`config.mk`:
```
export PLATFORM = sky130hd
export DESIGN_NAME = debug_run_ctrl
export DESIGN_NICKNAME = d
export VERILOG_FILES = /design/src/rtl/debug_run_ctrl.sv
export SDC_FILE = /design/constraint.sdc
export NUM_CORES = 1
export LEC_CHECK = 0
export BUFFER_PORTS_ARGS = -buffer_cell sky130_fd_sc_hd__buf_2
export CELL_PAD_IN_SITES_DETAIL_PLACEMENT = 2
export CELL_PAD_IN_SITES_GLOBAL_PLACEMENT = 2
export CORE_MARGIN = 5
export CORE_UTILIZATION = 37
export CTS_CLUSTER_DIAMETER = 150
export DETAILED_ROUTE_END_ITERATION = 7
export PLACE_DENSITY_LB_ADDON = 0.1
export SETUP_SLACK_MARGIN = 0.15
export SLEW_MARGIN = 25
export SYNTH_ARGS = -nofsm -noshare
export SYNTH_HDL_FRONTEND = slang
export SYNTH_SLANG_ARGS = --single-unit
```
`constraint.sdc`:
```
create_clock -name clk -period 7.5 [get_ports clk]
set_clock_uncertainty 0.2 [all_clocks]
set_input_delay 0 -clock clk [delete_from_list [all_inputs] [get_ports clk]]
set_output_delay 0 -clock clk [all_outputs]
set_load 0.02 [all_outputs]
```
`src/rtl/debug_run_ctrl.sv`:
```
// debug_run_ctrl: UART-driven run control for the 5-stage MIPS pipeline.
// Gates the pipeline clock enable (halted / free-run / single-step) and, on
// every stop or on request, streams a 12-byte snapshot {pc, cycle_count, reg0}
// MSB first to the UART transmitter.
module debug_run_ctrl #(
    parameter int unsigned DATA_W  = 32,
    parameter int unsigned CNT_W   = 32,
    parameter logic [5:0]  HALT_OP = 6'b111111
) (
    input  logic              clk,
    input  logic              reset,
    input  logic              rx_valid,
    input  logic [7:0]        rx_data,
    input  logic              tx_busy,
    output logic              tx_start,
    output logic [7:0]        tx_data,
    input  logic [DATA_W-1:0] pc,
    input  logic [DATA_W-1:0] reg0,
    input  logic [5:0]        instr_op,
    output logic              pipe_en,
    output logic [CNT_W-1:0]  cycle_count,
    output logic              halted
);

    localparam logic [7:0]       CMD_RUN   = 8'h63;  // 'c'
    localparam logic [7:0]       CMD_STEP  = 8'h73;  // 's'
    localparam logic [7:0]       CMD_HALT  = 8'h68;  // 'h'
    localparam logic [7:0]       CMD_DUMP  = 8'h64;  // 'd'
    localparam logic [3:0]       LAST_BYTE = 4'd11;
    localparam logic [CNT_W-1:0] CNT_MAX   = {CNT_W{1'b1}};

    typedef enum logic [2:0] {
        S_IDLE,
        S_RUN,
        S_STEP,
        S_SNAP,
        S_SEND,
        S_WAIT
    } state_t;

    state_t state, state_nxt;

    logic [3:0]       byte_idx;
    logic             guard;      // high during the first WAIT cycle (tx_start cycle)
    logic [0:11][7:0] snapshot;   // element 0 is the first byte sent
    logic [31:0]      pc_lo, cnt_lo, reg0_lo;
    logic             cmd_run, cmd_step, cmd_halt, cmd_dump;
    logic             send_fire, wait_done;

    assign cmd_run  = rx_valid && (rx_data == CMD_RUN);
    assign cmd_step = rx_valid && (rx_data == CMD_STEP);
    assign cmd_halt = rx_valid && (rx_data == CMD_HALT);
    assign cmd_dump = rx_valid && (rx_data == CMD_DUMP);

    assign halted = (state == S_IDLE);

    // The dump always carries exactly 32 bits per field: truncate wide words,
    // zero-extend narrow ones.
    if (DATA_W >= 32) begin : g_word_trunc
        assign pc_lo   = pc[31:0];
        assign reg0_lo = reg0[31:0];
    end else begin : g_word_ext
        assign pc_lo   = {{(32-DATA_W){1'b0}}, pc};
        assign reg0_lo = {{(32-DATA_W){1'b0}}, reg0};
    end

    if (CNT_W >= 32) begin : g_cnt_trunc
        assign cnt_lo = cycle_count[31:0];
    end else begin : g_cnt_ext
        assign cnt_lo = {{(32-CNT_W){1'b0}}, cycle_count};
    end

    // State register.
    always_ff @(posedge clk or posedge reset) begin
        // NOTE: non-blocking assignments keep every flop sampling pre-edge values.
        if (reset) state <= S_IDLE;
        else       state <= state_nxt;
    end

    // Next-state logic and the TX handshake strobes.
    always_comb begin
        // NOTE: defaults first so no path through the case leaves a latch behind.
        state_nxt = state;
        send_fire = 1'b0;
        wait_done = 1'b0;
        unique case (state)
            S_IDLE: begin
                if      (cmd_run)  state_nxt = S_RUN;
                else if (cmd_step) state_nxt = S_STEP;
                else if (cmd_dump) state_nxt = S_SNAP;
            end
            S_RUN: begin
                // 'h' and the HALT opcode may coincide; either stops the run once.
                if (cmd_halt || (instr_op == HALT_OP)) state_nxt = S_SNAP;
            end
            S_STEP: state_nxt = S_SNAP;
            S_SNAP: state_nxt = S_SEND;
            S_SEND: begin
                if (!tx_busy) begin
                    send_fire = 1'b1;
                    state_nxt = S_WAIT;
                end
            end
            S_WAIT: begin
                // tx_busy only rises the cycle after tx_start, so the guard
                // cycle must not mistake the still-low busy for "done".
                if (!guard && !tx_busy) begin
                    wait_done = 1'b1;
                    state_nxt = (byte_idx == LAST_BYTE) ? S_IDLE : S_SEND;
                end
            end
            default: state_nxt = S_IDLE;
        endcase
    end

    // Registered pipeline enable and saturating executed-cycle counter.
    always_ff @(posedge clk or posedge reset) begin
        if (reset) begin
            pipe_en     <= 1'b0;
            cycle_count <= '0;
        end else begin
            pipe_en <= (state_nxt == S_RUN) || (state_nxt == S_STEP);
            if (pipe_en && (cycle_count != CNT_MAX))
                cycle_count <= cycle_count + CNT_W'(1);
        end
    end

    // Snapshot capture and byte index sequencing.
    always_ff @(posedge clk or posedge reset) begin
        if (reset) begin
            // NOTE: this snapshot is plain flops with a defined reset value, not a RAM.
            snapshot <= '0;
            byte_idx <= '0;
        end else if (state == S_SNAP) begin
            snapshot <= {pc_lo, cnt_lo, reg0_lo};
            byte_idx <= '0;
        end else if (wait_done && (byte_idx != LAST_BYTE)) begin
            byte_idx <= byte_idx + 4'd1;
        end
    end

    // Registered TX strobe/data and the WAIT guard flag.
    always_ff @(posedge clk or posedge reset) begin
        if (reset) begin
            tx_start <= 1'b0;
            tx_data  <= '0;
            guard    <= 1'b0;
        end else begin
            tx_start <= send_fire;
            guard    <= send_fire;
            if (send_fire) tx_data <= snapshot[byte_idx];
        end
    end

endmodule

```
# Word-level counts from Yosys, hierarchy flattened
# Index checks and enable logic that the tools add are counted.
op_classes:
  add_sub_neg: 2
  magnitude_cmp: 1
  n_eq_ne: 15
  muxes: 17
  n_bitwise: 1
  n_reduce_logical: 13
ops:
  columns: ["operator", "count"]
  rows:
  - ["$add A32 B1 Y32 const B", 1]
  - ["$bmux W8 S4", 1]
  - ["$eq A8 B7 Y1 const B", 4]
  - ["$ne A32 B32 Y1 const B", 1]
  - ["$mux W3", 7]
  - ["$pmux W3 S6", 1]
  - ["$mux W8", 2]
  - ["$eq A3 B2 Y1 const B", 3]
  - ["$mux W4", 2]
  - ["$logic_and A1 B1 Y1", 7]
  - ["$eq A3 B1 Y1 const B", 2]
  - ["$eq A3 B3 Y1 const B", 2]
  - ["$eq A6 B6 Y1 const B", 1]
  - ["$ge A5 B5 Y1 const B", 1]
  - ["$not A4 Y5", 1]
  - ["$add A4 B1 Y4 const B", 1]
  - ["$eq A4 B4 Y1 const B", 1]
  - ["$mux W1", 4]
  - ["$ne A4 B4 Y1 const B", 1]
  - ["$logic_not A3 Y1", 1]
  - ["$logic_not A1 Y1", 2]
  - ["$logic_or A1 B1 Y1", 2]
  - ["$reduce_bool A2 Y1", 1]
totals:
  register_bits: 145
  out_inout_bits: 43

# Longest topological paths before layout
logic_depth:
  depth_word: 8
  ltp_mapped: 7

# Worst setup path before layout
# Ideal clock, no wire load.
synth_path:
  path_type: "register to register"
  from: "register cycle_count[23]"
  to: "register cycle_count[7]"
  setup_ns: 0.134
  arrival_time_ns: 1.995
  required_ns: 7.166
  slack_ns: 5.171
  stages_incl_launch_ff: 8
  path_buffers: 2
  period_less_slack_ns: 2.329
  cell_sequence: "dfrtp_1 > nand4_2 > or3_1 > buf_6 > or3_1 > buf_6 > and3_1 > xor2_1"
synth_between:
  elab_chain_cells: 2
synth_lines:
  columns: ["element", "line", "source"]
  rows:
  - ["start, declared", "21", "output logic [CNT_W-1:0] cycle_count,"]
  - ["start signal, assigned", "124", "cycle_count <= cycle_count + CNT_W'(1);"]
  - ["$ne A32 B32 Y1", "123", "if (pipe_en && (cycle_count != CNT_MAX))"]
  - ["$logic_and A1 B1 Y1", "123", null]
# Every way passes these cells.
# A chain may end at the register's enable or synchronous reset.

# Worst setup path in the final report
layout_path:
  from: "register byte_idx[1]"
  to: "register pipe_en"
layout_between:
  elab_chain_cells: 6
  elab_cells_between_ends: 7
  cone_classes: "eq/ne (3); mux (3); reduce/logical (1)"
layout_lines:
  columns: ["element", "line", "source"]
  rows:
  - ["start, declared", "43", "logic [3:0] byte_idx;"]
  - ["start signal, assigned", "138", "byte_idx <= byte_idx + 4'd1;"]
  - ["$eq A4 B4 Y1 *", "109", "state_nxt = (byte_idx == LAST_BYTE) ? S_IDLE : S_SEND;"]
  - ["$mux W3 *", "109", null]
  - ["$mux W3 *", "107", "if (!guard && !tx_busy) begin"]
  - ["$pmux W3 S6 *", "86", "unique case (state)"]
  - ["via state_nxt[2]", "41", "state_t state, state_nxt;"]
  - ["$eq A3 B1 Y1 or $eq A3 B2 Y1 (tied branches)", "122", "pipe_en <= (state_nxt == S_RUN) || (state_nxt == S_STEP);"]
  - ["$logic_or A1 B1 Y1 *", "122", null]
  - ["end signal, assigned", "122", null]
  - ["end, declared", "20", "output logic pipe_en,"]
# The timed path passes the listed nets; every way through them passes the cells marked *.

==> flow_metrics.py <==
metrics = {
    "pwr": {
        "power_density_nw_per_um2": 267,
        "cellLeakagePower_nw": 4.17,
        "vdd_drop_max_mv": 0.195,
    },
    "detailed_routing": {
        "routed-via-count": 5849,
        "wirelength_um": 24500,
        "avg_vias_per_cell": 5.20,
        "detailedRoute.firstPassIterationCount": 4,
        "drt-wirelength-per-cell_um": 21.8,
        "drcViolationCount": 0,
        "drtIter0Drc": 176,
        "drt.antenna.violating_nets": 0,
    },
    "clocking": {
        "cts_resized": 0,
        "tritoncts.num_buffers": 17,
        "postCtsSetupBuffers": 0,
        "worstSkewPairLatency_ps": 430,
        "cts-htree-levels": 4,
        "ctsLongestPathBuffers": 2,
        "tritoncts_clock_tree": "yes",
        "root_buffer": "sky130_fd_sc_hd__clkbuf_16",
        "tritoncts_num_sinks": 145,
        "clkSlewWorstSetupHoldPaths_ps": 60,
    },
    "setup_path": {
        "cpMaxStageDelayCell": "sky130_fd_sc_hd__dfrtp_2",
        "start_kind": "register",
        "cp-end-kind": "register",
        "critical_path.max_fanout": 27,
        "critical_path_cell_count": 6,
        "timing.setup.critical_path_class": "reg2reg",
        "rr_startpoint": "byte_idx[1]",
        "worst_r2r_endpoint": "pipe_en",
        "path_delay_family": "flip-flops",
        "setup.reg_to_reg.worst_slack_ps": 4760,
        "critPathArrivalTime_ps": 2900,
        "crit_required_ps": 7660,
        "timing.critical_path.cells": "ha_1 -> nand3b_1 -> o21ai_0 -> nand2_1 -> nor3_1 -> dlygate4sd3_1",
        "critical-path-max-stage-delay_ps": 870,
        "critPathBufInv": 1,
        "r2r.worst_path.cells": 6,
    },
    "grt": {
        "first_global_vias": 6960,
        "overflow": 0,
        "pin_count_of_the_biggest_net_entering_global_routing": 79,
        "antenna_found_initial": 0,
        "globalRouteTotalUtil": 0.244,
        "grt_first_pass_wirelength_um": 38600,
    },
    "placement": {
        "dpl_worst_slack_ps": 4840,
        "detailedPlacementHpwl_um": 14400,
        "placed_cells_incl_taps": 1018,
        "numPortBuffers": 124,
        "gp_congestion": 0.817,
    },
    "finish": {
        "final-instance-count-excl-fill": 1124,
        "postLayoutCoreUtil": 0.497,
        "layout.nets": 966,
        "area_growth_syn_to_layout_pct": 33.2,
        "multiInputGateArea_um2": 2880,
        "num_antenna_cells": 0,
        "layout-drive-gt1-share": 0.217,
        "register_area_um2": 3630,
        "nFillCells": 1879,
    },
    "floorplan": {
        "floorplan.initialDensity": 0.373,
        "placement_rows": 49,
        "num_io_pins": 125,
        "die-area_um2": 20800,
        "core_region_area_um2": 17900,
        "die_width_um": 144,
        "die_y_um": 144,
    },
    "synthesis": {
        "synth_fp_nets": 782,
        "ys_warn_count": 0,
        "synth.top_cells.by_area": "sky130_fd_sc_hd__dfrtp_1, sky130_fd_sc_hd__nand2_1, sky130_fd_sc_hd__mux4_2, sky130_fd_sc_hd__xnor2_1, sky130_fd_sc_hd__a21oi_1",
        "yosys.area.top_type": "sky130_fd_sc_hd__dfrtp_1",
        "synth_seq_cells": 145,
        "synthDominantCellAreaShare": 0.543,
        "post_synth.cell_area_avg_um2": 9.57,
        "synth.distinct_cells": 41,
        "synth_seq_area_share": 0.543,
        "gate_count_after_technology_mapping": 698,
        "synth_area_um2": 6680,
    },
    "timing": {
        "finalSetupViolations": 0,
        "max_slew_margin": 0.440,
        "rsz_0062_raised_after_global_routing": "false",
        "final-max-slew-violation-count": 0,
        "max_freq_mhz": 365,
        "hold_viol_final": 0,
        "finalCritPeriodShare": 0.366,
        "worstMarginPinSlew_ps": 838,
        "fin_crit_ps": 2740,
        "post-route-worst-setup-slack_ps": 4760,
        "setup_total_negative_slack_ps": 0,
    },
    "flow_run": {
        "drv.max_cap_violation_count": 0,
    },
    "worst_hold_path": {
        "hold_class": "in2async",
    },
    "outcome": {
        "run_status": "complete, no violations",
    },
}
## cells in the mapped netlist (all sizes together)
library cell and instances:
a21oi 26, a31oi 2, and2 6, and3 5
and4 5, buf 11, clkbuf 25, dfrtp 145
ha 2, inv 8, mux2 2, mux2i 8
mux4 24, nand2 300, nand2b 1, nand3 11
nand3b 1, nand4 12, nand4b 1, nand4bb 1
nor2 34, nor2b 3, nor3 10, nor3b 2
nor4 2, nor4b 1, nor4bb 1, o2111ai 2
o21ai 7, o31ai 2, or2 3, or3 4
xnor2 19, xor2 12
## placed cells by master, fill, tap and decap left out, types with 8 or more instances in the layout
cell type and count:
sky130_fd_sc_hd__clkbuf_16 17, sky130_fd_sc_hd__nor3_1 10, sky130_fd_sc_hd__nand4_1 11, sky130_fd_sc_hd__dlygate4sd3_1 74, sky130_fd_sc_hd__dfrtp_1 143, sky130_fd_sc_hd__mux4_2 24
sky130_fd_sc_hd__a21oi_1 26, sky130_fd_sc_hd__nand3_1 11, sky130_fd_sc_hd__nand2_1 300, sky130_fd_sc_hd__buf_2 124, sky130_fd_sc_hd__xor2_1 12, sky130_fd_sc_hd__nor2_1 33
sky130_fd_sc_hd__mux2i_1 8, sky130_fd_sc_hd__xnor2_1 19
## worst max-delay path by stage
stage,start,to,slack (ps)
floorplan,reset,byte_idx[0],3410
global placement,byte_idx[1],byte_idx[3],4880
detailed placement,byte_idx[0],tx_data[1],4840
CTS,byte_idx[0],pipe_en,4640
global route,state[0],snapshot[44],4600
finish,byte_idx[1],pipe_en,4760
## per-stage QoR
| step | hold WS (ps) | power, mW | area [µm²] |
|---|---|---|---|
| after floorplan | -94.6 | 1.21 | 6680 |
| after global placement | -65.6 | 1.35 | 7460 |
| after detailed placement | -53.1 | 1.37 | 7490 |
| after CTS | 50.0 | 2.37 | 8890 |
| after global routing | 82.0 | 2.47 | 8900 |
| final | 14.0 | 2.37 | 8900 |
## layout make-up
class | count | area share
Tap cell | 229 | 0.0322
Clock buffer | 23 | 0.0537
Inverter | 8 | 0.00394
Multi-Input combinational cell | 509 | 0.324
Clock inverter | 9 | 0.0200
Sequential cell | 145 | 0.408
Timing Repair Buffer | 201 | 0.158
## layer usage
metal / GRT usage / vias to the layer above / part of all wire
li1: - / 2663 / -
met1: 0.278 / 3005 / 0.39
met2: 0.449 / 133 / 0.54
met3: 0.0460 / 48 / 0.039
met4: 0.0972 / 0 / 0.032
met5: 0 / - / 0
## registers in the layout, indices dropped and copies added (netlist names)
name         flops
pipe_en          1
cycle_count     32
state            3
guard            1
byte_idx         4
tx_data          8
snapshot        96
## power by group
group	internal [mW]	leakage [nW]	total, mW	switching, mW
sequential	0.840	1.64	1.01	0.167
clock	0.617	0.310	0.965	0.348
combinational	0.199	2.22	0.402	0.203
total	1.66	4.17	2.37	0.718
## repair_timing
action / in CTS / in global routing
hold buffers: 74 / 0
setup endpoints to repair: 0 / 0
endpoints found under the hold margin: 144 / 0
## worst register-to-register path, cell delays in order, from the launching register on
cell and delay (ps):
sky130_fd_sc_hd__dfrtp_2 870, sky130_fd_sc_hd__ha_1 320, sky130_fd_sc_hd__nand3b_1 100, sky130_fd_sc_hd__o21ai_0 240
sky130_fd_sc_hd__nand2_1 100, sky130_fd_sc_hd__nor3_1 240, sky130_fd_sc_hd__dlygate4sd3_1 600
## kinds of logic after synthesis
kind of cell / count (synthesis) / synth area share
AO/OA/AOI/OAI: 39 / 0.0335
XOR/XNOR: 31 / 0.0406
adder cells (fa/ha/maj): 2 / 0.00374
buffers and inverters: 44 / 0.0286
flip-flops: 145 / 0.543
multiplexers: 34 / 0.0963
AND/OR/NAND/NOR: 403 / 0.254
No activity file was read; power rests on OpenSTA's default activity.
